### config.mk
export PLATFORM = sky130hd
export DESIGN_NAME = inv_batch_feeder
export DESIGN_NICKNAME = d
export VERILOG_FILES = /design/src/rtl/inv_batch_feeder_pkg.sv /design/src/rtl/inv_batch_feeder_sync_fifo.sv /design/src/rtl/inv_batch_feeder.sv
export SDC_FILE = /design/constraint.sdc
export NUM_CORES = 2
export LEC_CHECK = 0
export CORE_MARGIN = 4
export CORE_UTILIZATION = 65
export DETAILED_ROUTE_END_ITERATION = 7
export PLACE_DENSITY_LB_ADDON = 0.2
export SLEW_MARGIN = 10
export SYNTH_ARGS = -nofsm -noshare
export SYNTH_HDL_FRONTEND = slang
export SYNTH_MEMORY_MAX_BITS = 65536
export SYNTH_SLANG_ARGS = --single-unit
### constraint.sdc
create_clock -name clk -period 48.2 [get_ports clk]
set_clock_uncertainty 0.05 [all_clocks]
set_input_delay 4.82 -clock clk [delete_from_list [all_inputs] [get_ports clk]]
set_output_delay 4.82 -clock clk [all_outputs]
set_load 0.01 [all_outputs]
### src/rtl/inv_batch_feeder_pkg.sv
// Shared types for the Montgomery inverter batch feeder: operand type, request record,
// feeder FSM states and default batching constants.
package inv_batch_feeder_pkg;

  typedef logic [255:0] M_tilde12_t;

  localparam int INV_AW           = 9;
  localparam int FEEDER_DEPTH     = 16;
  localparam int FEEDER_MAX_BATCH = 8;
  localparam int FEEDER_TIMEOUT   = 64;

  typedef struct packed {
    logic [INV_AW-1:0] addr;
    M_tilde12_t        data;
  } inv_req_t;

  typedef enum logic [1:0] {
    S_IDLE,
    S_ISSUE,
    S_WAIT_ACK,
    S_WAIT_DONE
  } feeder_state_e;

endpackage

### src/rtl/inv_batch_feeder_sync_fifo.sv
// Request queue: DEPTH x W storage, head visible combinationally, push/pop same cycle legal.
// Zero-latency read of the head; caller must not push when full or pop when empty.
module inv_batch_feeder_sync_fifo
  import inv_batch_feeder_pkg::*;
#(
  parameter int W     = $bits(inv_req_t),
  parameter int DEPTH = FEEDER_DEPTH
) (
  input  logic                     clk,
  input  logic                     rstn,
  input  logic                     push,
  input  logic [W-1:0]             push_dat,
  input  logic                     pop,
  output logic [W-1:0]             head_dat,
  output logic [$clog2(DEPTH):0]   cnt
);

  localparam int PW = $clog2(DEPTH);

  logic [W-1:0]  mem_q [DEPTH];
  logic [PW-1:0] wr_q, wr_d;
  logic [PW-1:0] rd_q, rd_d;
  logic [PW:0]   cnt_q, cnt_d;

  // Power-of-two depth lets the pointers wrap naturally.
  always_comb begin
    wr_d  = wr_q;
    rd_d  = rd_q;
    cnt_d = cnt_q;
    if (push) wr_d = wr_q + PW'(1);
    if (pop)  rd_d = rd_q + PW'(1);
    case ({push, pop})
      2'b10:   cnt_d = cnt_q + (PW+1)'(1);
      2'b01:   cnt_d = cnt_q - (PW+1)'(1);
      default: cnt_d = cnt_q;
    endcase
  end

  always_ff @(posedge clk or negedge rstn) begin
    if (!rstn) begin
      wr_q  <= '0;
      rd_q  <= '0;
      cnt_q <= '0;
    end else begin
      wr_q  <= wr_d;
      rd_q  <= rd_d;
      cnt_q <= cnt_d;
    end
  end

  always_ff @(posedge clk) begin
    if (push) mem_q[wr_q] <= push_dat;
  end

  assign head_dat = mem_q[rd_q];
  assign cnt      = cnt_q;

endmodule

### src/rtl/inv_batch_feeder.sv
// Batches queued inversion requests and replays them to the inverter as one I_START burst.
// First element one cycle after the issue decision; upstream stalls on full FIFO, batches wait on busy.
module inv_batch_feeder
  import inv_batch_feeder_pkg::*;
#(
  parameter int DEPTH     = FEEDER_DEPTH,
  parameter int MAX_BATCH = FEEDER_MAX_BATCH,
  parameter int TIMEOUT   = FEEDER_TIMEOUT,
  parameter int AW        = INV_AW,
  parameter int DW        = $bits(M_tilde12_t)
) (
  input  logic                     clk,
  input  logic                     rstn,
  input  logic                     I_REQ_VALID,
  input  logic [AW-1:0]            I_REQ_ADDR,
  input  logic [DW-1:0]            I_REQ_DATA,
  output logic                     O_REQ_READY,
  input  logic                     I_FLUSH,
  output logic                     O_INV_START,
  output logic [AW-1:0]            O_INV_WADDR,
  output logic [DW-1:0]            O_INV_WDATA,
  input  logic                     I_INV_BUSY,
  output logic [3:0]               O_BATCH_LEN,
  output logic                     O_BATCH_DONE,
  output logic [$clog2(DEPTH):0]   O_FIFO_CNT
);

  localparam int CW = $clog2(DEPTH) + 1;
  localparam int TW = $clog2(TIMEOUT + 1);
  localparam logic [CW-1:0] DEPTH_C  = CW'(DEPTH);
  localparam logic [CW-1:0] MAXB_C   = CW'(MAX_BATCH);
  localparam logic [TW-1:0] TMO_LAST = TW'(TIMEOUT - 1);

  typedef struct packed {
    logic [AW-1:0] addr;
    logic [DW-1:0] data;
  } req_t;

  req_t          push_req;
  req_t          head_req;
  logic          push;
  logic          pop;
  logic [CW-1:0] cnt;
  logic [CW-1:0] batch_len;
  logic          go;

  feeder_state_e state_q, state_d;
  logic [TW-1:0] tmo_q, tmo_d;
  logic [CW-1:0] rem_q, rem_d;
  logic [1:0]    ack_q, ack_d;
  logic          start_q, start_d;
  logic [AW-1:0] waddr_q, waddr_d;
  logic [DW-1:0] wdata_q, wdata_d;
  logic [3:0]    len_q, len_d;
  logic          done_q, done_d;

  assign push_req    = '{addr: I_REQ_ADDR, data: I_REQ_DATA};
  assign O_REQ_READY = rstn & (cnt != DEPTH_C);
  assign push        = I_REQ_VALID & O_REQ_READY;

  inv_batch_feeder_sync_fifo #(
    .W     ($bits(req_t)),
    .DEPTH (DEPTH)
  ) u_fifo (
    .clk      (clk),
    .rstn     (rstn),
    .push     (push),
    .push_dat (push_req),
    .pop      (pop),
    .head_dat (head_req),
    .cnt      (cnt)
  );

  assign batch_len = (cnt > MAXB_C) ? MAXB_C : cnt;
  assign go = (state_q == S_IDLE) && !I_INV_BUSY && (cnt != '0) &&
              ((cnt >= MAXB_C) || I_FLUSH || (tmo_q >= TMO_LAST));

  always_comb begin
    state_d = state_q;
    tmo_d   = tmo_q;
    rem_d   = rem_q;
    ack_d   = ack_q;
    start_d = start_q;
    waddr_d = waddr_q;
    wdata_d = wdata_q;
    len_d   = len_q;
    done_d  = 1'b0;
    pop     = 1'b0;
    case (state_q)
      S_IDLE: begin
        if (go) begin
          // The decision cycle already pops and registers the first element.
          pop     = 1'b1;
          start_d = 1'b1;
          waddr_d = head_req.addr;
          wdata_d = head_req.data;
          len_d   = 4'(batch_len);
          rem_d   = batch_len - CW'(1);
          tmo_d   = '0;
          state_d = S_ISSUE;
        end else if (cnt == '0) begin
          tmo_d = '0;
        end else if (tmo_q < TMO_LAST) begin
          tmo_d = tmo_q + TW'(1);
        end
      end
      S_ISSUE: begin
        if (rem_q != '0) begin
          pop     = 1'b1;
          waddr_d = head_req.addr;
          wdata_d = head_req.data;
          rem_d   = rem_q - CW'(1);
        end else begin
          start_d = 1'b0;
          ack_d   = '0;
          state_d = S_WAIT_ACK;
        end
      end
      S_WAIT_ACK: begin
        // A fast single-element inverter may never show busy; give up after four cycles.
        if (I_INV_BUSY || (ack_q == 2'd3)) begin
          state_d = S_WAIT_DONE;
        end else begin
          ack_d = ack_q + 2'd1;
        end
      end
      S_WAIT_DONE: begin
        if (!I_INV_BUSY) begin
          done_d  = 1'b1;
          state_d = S_IDLE;
        end
      end
      default: state_d = S_IDLE;
    endcase
  end

  always_ff @(posedge clk or negedge rstn) begin
    if (!rstn) begin
      state_q <= S_IDLE;
      tmo_q   <= '0;
      rem_q   <= '0;
      ack_q   <= '0;
      start_q <= 1'b0;
      waddr_q <= '0;
      wdata_q <= '0;
      len_q   <= '0;
      done_q  <= 1'b0;
    end else begin
      state_q <= state_d;
      tmo_q   <= tmo_d;
      rem_q   <= rem_d;
      ack_q   <= ack_d;
      start_q <= start_d;
      waddr_q <= waddr_d;
      wdata_q <= wdata_d;
      len_q   <= len_d;
      done_q  <= done_d;
    end
  end

  assign O_INV_START  = start_q;
  assign O_INV_WADDR  = waddr_q;
  assign O_INV_WDATA  = wdata_q;
  assign O_BATCH_LEN  = len_q;
  assign O_BATCH_DONE = done_q;
  assign O_FIFO_CNT   = cnt;

endmodule

=== Word-level counts from Yosys, hierarchy flattened ===
Memory sizes are Yosys's and may differ from the RTL's.
Index checks and enable logic that the tools add are counted.

* Register bits: 300
* Memory bits (writable): 4240
* Input port bits: 270
* Output and inout port bits: 277
* Logic and storage cells: 93
* Memories: 1

* $add $sub $neg: 8
* Order comparisons: 4
* Equal/unequal tests: 13
* Muxes and demuxes: 32
* Bitwise gates (word level): 2
* Reductions and logical operators: 21

{| class="wikitable"
|+ Memories
! memory !! depth !! width !! read ports !! clocked after Yosys merged registers in !! write ports !! line !! source
|-
| u_fifo.mem_q || 16 || 265 || 1 || 0 || 1 || inv_batch_feeder_sync_fifo.sv:20 || <nowiki>logic [W-1:0] mem_q [DEPTH];</nowiki>
|}

{| class="wikitable"
|+ Operators with widths
! cell !! number
|-
| $mux W256 || 2
|-
| $pmux W256 S2 || 1
|-
| $mux W7 || 3
|-
| $pmux W5 S2 || 2
|-
| $mux W9 || 2
|-
| $pmux W9 S2 || 1
|-
| $mux W5 || 3
|-
| $sub A5 B1 Y5 const B || 3
|-
| $mux W2 || 6
|-
| $ne A2 B2 Y1 const B || 6
|-
| $reduce_bool A5 Y1 || 2
|-
| $reduce_and A3 Y1 || 3
|-
| $add A4 B1 Y4 const B || 2
|-
| $eq A2 B2 Y1 const B || 4
|-
| $mux W1 || 8
|-
| $pmux W2 S4 || 1
|-
| $add A7 B1 Y7 const B || 1
|-
| $ge A7 B6 Y1 const B || 1
|-
| $lt A7 B6 Y1 const B || 1
|-
| $reduce_bool A2 Y1 || 3
|-
| $add A5 B1 Y5 const B || 1
|-
| $ge A5 B4 Y1 const B || 1
|-
| $gt A5 B4 Y1 const B || 1
|-
| $logic_not A5 Y1 || 1
|-
| 13 further kinds || 21
|}

=== Depth between registers and ports, before layout ===
* Word-level depth: 8
* Depth in mapped cells: 13
* Gate-level depth less buffers: 13

=== Cells and area by module ===
A second synthesis with hierarchy kept.

* Cells, all modules: 8142
* Area, all modules: 173184.8 µm²

{| class="wikitable"
|+ By module, submodules not included
! module !! instances !! cells an instance !! area an instance (µm²) !! seq. area each (µm²)
|-
| inv_batch_feeder_sync_fifo || 1 || 6779 || 159676.9 || 127647.4
|-
| inv_batch_feeder || 1 || 1363 || 13508.0 || 7181.9
|}

=== Worst setup path after synthesis ===
No wires, ideal clock.

* Path kind: input to register
* Start: input rstn
* End: memory u_fifo.mem_q[3][0] (netlist name) (enable)
* Library setup time: 1215 ps
* Arrival time: 23614 ps
* Required time: 46935 ps
* Setup slack: 23321 ps
* Stages: 5
* Path buffers: 1
* Cell sequence: a21boi_0 and2_1 clkbuf_1 nand2_1 nor3_1

* Cells in the longest elaborated chain, start to end: 4

{| class="wikitable"
|+ RTL lines
! element !! line !! source
|-
| start: declaration || inv_batch_feeder.sv:13 || <nowiki>input logic rstn,</nowiki>
|-
| $and A1 B1 Y1 || inv_batch_feeder.sv:58 || <nowiki>assign O_REQ_READY = rstn & (cnt != DEPTH_C);</nowiki>
|-
| $and A1 B1 Y1 || inv_batch_feeder.sv:59 || <nowiki>assign push = I_REQ_VALID & O_REQ_READY;</nowiki>
|-
| $mux W1 || inv_batch_feeder_sync_fifo.sv:52 || <nowiki>if (push) mem_q[wr_q] <= push_dat;</nowiki>
|-
| $mux W1 (implied by the code) || inv_batch_feeder_sync_fifo.sv:52 ||
|-
| end: declaration || inv_batch_feeder_sync_fifo.sv:20 ||
|}

No other way between the ends.

=== Worst setup path after layout ===
* Start: input rstn
* End: output O_REQ_READY

* Cells in the longest elaborated chain, start to end: 1

{| class="wikitable"
|+ RTL lines
! element !! line !! source
|-
| $and A1 B1 Y1 || inv_batch_feeder.sv:58 ||
|-
| end: declaration || inv_batch_feeder.sv:17 || <nowiki>output logic O_REQ_READY,</nowiki>
|}

No other way between the ends.

==> results.py <==
metrics = {
    "setup_path": {
        "path_delay_family": "buffers and inverters",
        "cp-end-kind": "output pin",
        "r2r_cells": 9,
        "max_stage_delay_ns": 0.58,
        "crit_start": "rstn",
        "cp-endpoint": "O_REQ_READY",
        "crit_fanout": 11,
        "reg2reg_to": "O_INV_WDATA[15]",
        "arrival_ns": 5.96,
        "cp-start-kind": "input pin",
        "cp.depth": 3,
        "ff2ff_setup_slack_ns": 41.81,
        "worstSetupPathType": "input pin to output pin",
        "cpMaxStageDelayCell": "clkdlybuf4s50_1",
        "reg2reg_from": "u_fifo.rd_q[1]",
        "cp_num_buf_inv": 2,
        "worstPathCellList": "buf_8 > a21boi_0 > clkdlybuf4s50_1",
        "cp.required_ns": 43.33,
    },
    "timing": {
        "relSlewSlack_pct": 23.5,
        "rsz0062_at_grt": "false",
        "slew_viol_final": 0,
        "fin_crit_ns": 10.83,
        "tightest_slew_ns": 1.15,
        "setup_viol_count_final": 0,
        "fmax_ghz": 0.0923,
        "fin_crit_sh_pct": 22.5,
        "timing.hold.ws_ns": 0.457,
        "setup-tns-final_ns": 0,
        "hold_viol": 0,
    },
    "grt": {
        "grt_pass1_wl_mm": 592,
        "grt_max_degree": 146,
        "grt_usage_pct": 30.1,
        "grt_pass1_vias": 84800,
        "grt_overflow": 0,
        "antenna_found_initial": 92,
    },
    "power": {
        "p_comb_share_pct": 29.2,
        "pwr_density_cell_nw_per_um2": 59.5,
        "vdd_drop_max_v": 0.0000870,
        "p_leak_nw": 62.9,
        "power_frac_seq_pct": 41.5,
        "pwr-share-clk_pct": 29.2,
        "internal-power_mw": 8.17,
        "total_power_mw": 11.6,
        "p_sw_share_pct": 29.3,
        "switchingPower_mw": 3.39,
    },
    "placed_design": {
        "gp_congestion": 0.786,
        "placed_area_um2": 180000,
        "placement.io_buffers": 546,
        "hpwl_mm": 208,
    },
    "logic_synthesis": {
        "synth.largest_area_cell": "edfxtp_1",
        "post-synth-top-count-cell": "edfxtp_1",
        "synth_flop_cell": "edfxtp_1",
        "synth_top_cell_area_share_pct": 74.7,
        "avgSynthCellArea_um2": 23.5,
        "yosysWarnings": 0,
        "async_flop_share_pct": 6.61,
        "synth.top_cells.by_count": "edfxtp_1, mux4_2, a22oi_1, dfrtp_1, nand2_1",
        "ys_ff_latch": 4540,
        "synth_edf_count": 4240,
        "synth_area_leaders": "edfxtp_1, mux4_2, dfrtp_1",
        "syn_area_um2": 171000,
        "syn_nets": 7532,
        "synthCells": 7244,
        "yosysUniqueCellTypes": 46,
        "synth.yosys.seq_area_share_pct": 79.1,
    },
    "detailed_routing": {
        "viasPerCell": 6.84,
        "drc_errors": 0,
        "vias": 81200,
        "drt_iter0_markers": 10500,
        "ant_nets": 0,
        "wire_per_inst_um": 34.0,
        "drt-total-wl_mm": 404,
        "drt_pass1_iterations": 6,
    },
    "clock_network": {
        "cts_hold_buffers": 0,
        "cts-buffers-inserted": 445,
        "cts-htree-levels": 5,
        "clk_latency_ns": 1.01,
        "cts_setup_buffers": 0,
        "clock_sinks": 4540,
        "cts_tree": "yes",
        "post_cts_resize_count": 0,
        "clk_pin_slew_worst_paths_ns": 0.06,
        "cts.path.max_buffers": 4,
        "root_buffer": "clkbuf_16",
    },
    "floorplan": {
        "die_area_um2": 271000,
        "die-height_um": 520,
        "core_area_um2": 260000,
        "start_util_pct": 65.5,
        "die_w_um": 520,
        "core.rowCount": 187,
        "io_pins": 547,
    },
    "finish": {
        "final_nets": 8280,
        "area_delta_synth_final_pct": 13.9,
        "final_layout_size_suffix_gt1_share_pct": 25.6,
        "n_fill_cell": 13500,
        "fin_area_um2": 194000,
    },
    "run": {
        "maxCapViolCount": 0,
    },
    "status": {
        "status": "completed",
    },
    "min_path": {
        "min_path_type": "flip-flop to flip-flop",
    },
}
cell families after synthesis:
family / count (synthesis) / synth area share, %
AND/OR/NAND/NOR: 353 / 0.836
buffers and inverters: 406 / 1.08
XOR/XNOR: 11 / 0.0565
adder cells (fa/ha/maj): 18 / 0.136
AO/OA/AOI/OAI: 585 / 2.54
flip-flops: 4540 / 79.1
multiplexers: 1331 / 16.3
state kept, by name, indices dropped and copies added (netlist names):
signal / flops
O_INV_WDATA: 256
u_fifo.rd_q: 4
u_fifo.wr_q: 4
O_INV_WADDR: 9
O_INV_START: 1
tmo_q: 7
state_q: 2
ack_q: 2
O_BATCH_LEN: 4
O_BATCH_DONE: 1
u_fifo.cnt: 5
rem_q: 5
u_fifo.mem_q: 4240
per-layer routing:
layer	global-route usage [%]	part of all wire, %	wire, µm	vias up
li1	-	-	-	32300
met5	0	0.099	401	-
met4	9.95	3.3	13300	64
met1	41.9	37	148000	43200
met2	49.2	51	206000	4834
met3	5.92	9.1	36800	800
power by group through the flow:
stage | sequential, mW | clock [mW] | combinational [mW]
2_1_floorplan | 4.95 | 0 | 2.22
3_3_place_gp | 4.86 | 0 | 3.33
3_5_place_dp | 4.87 | 0 | 3.38
4_1_cts | 4.80 | 3.42 | 3.42
5_1_grt | 4.82 | 3.60 | 3.58
6_report | 4.80 | 3.38 | 3.38
cells in the final DEF, fill, tap and decap left out, drive strengths merged, types with 8 or more instances in the layout:
| master | n |
|---|---|
| a21o | 8 |
| a21oi | 11 |
| a22oi | 530 |
| buf | 149 |
| bufinv | 40 |
| clkbuf | 562 |
| clkdlybuf4s50 | 545 |
| clkinv | 183 |
| clkinvlp | 14 |
| dfrtp | 300 |
| diode | 40 |
| edfxtp | 4240 |
| ha | 17 |
| inv | 18 |
| mux2 | 270 |
| mux4 | 1060 |
| nand2 | 290 |
| nor2 | 24 |
| o21ai | 22 |
stage by stage:
| stage | setup WS, ns | std cells | utilization (%) |
|---|---|---|---|
| final | 37.37 | 11900 | 74.6 |
| after global routing | 37.33 | 11900 | 74.6 |
| after CTS | 37.33 | 11800 | 74.6 |
| after detailed placement | 37.34 | 11000 | 69.1 |
| after global placement | 37.27 | 11000 | 69.1 |
| after floorplan | 23.32 | 7244 | - |
worst reg2reg max path: cells and delay by family, from the launching register on:
kind / cells / cell delay [ns]
muxes: 2 / 0.76
AOI/OAI and AO/OA: 1 / 0.24
buffers and inverters: 5 / 4.16
DFF: 1 / 0.90
and+or+nand+nor: 1 / 0.21
how the worst min path moves through the flow:
stage	endpoint	from	depth (start not counted)
floorplan	rem_q[4]	rem_q[4]	1
detailed placement	O_BATCH_LEN[1]	O_BATCH_LEN[1]	2
global placement	O_BATCH_LEN[0]	O_BATCH_LEN[0]	2
finish	O_INV_WDATA[244]	O_INV_WDATA[244]	1
CTS	O_BATCH_LEN[1]	O_BATCH_LEN[1]	2
global route	O_BATCH_LEN[0]	O_BATCH_LEN[0]	2
final cells by class:
type                       count  area, µm²  share of cell area (%)
antenna                       40        100                  0.0515
clock inverter               242       2260                    1.16
timing repair buffer         694       6820                    3.51
tap                         3496       4370                    2.25
multi-input combinational   2298      34000                    17.5
inverter                      13       48.8                  0.0251
sequential                  4540     135000                    69.4
clock buffer                 562      11900                    6.11
Note: power is estimated with default switching activity, not from simulation.
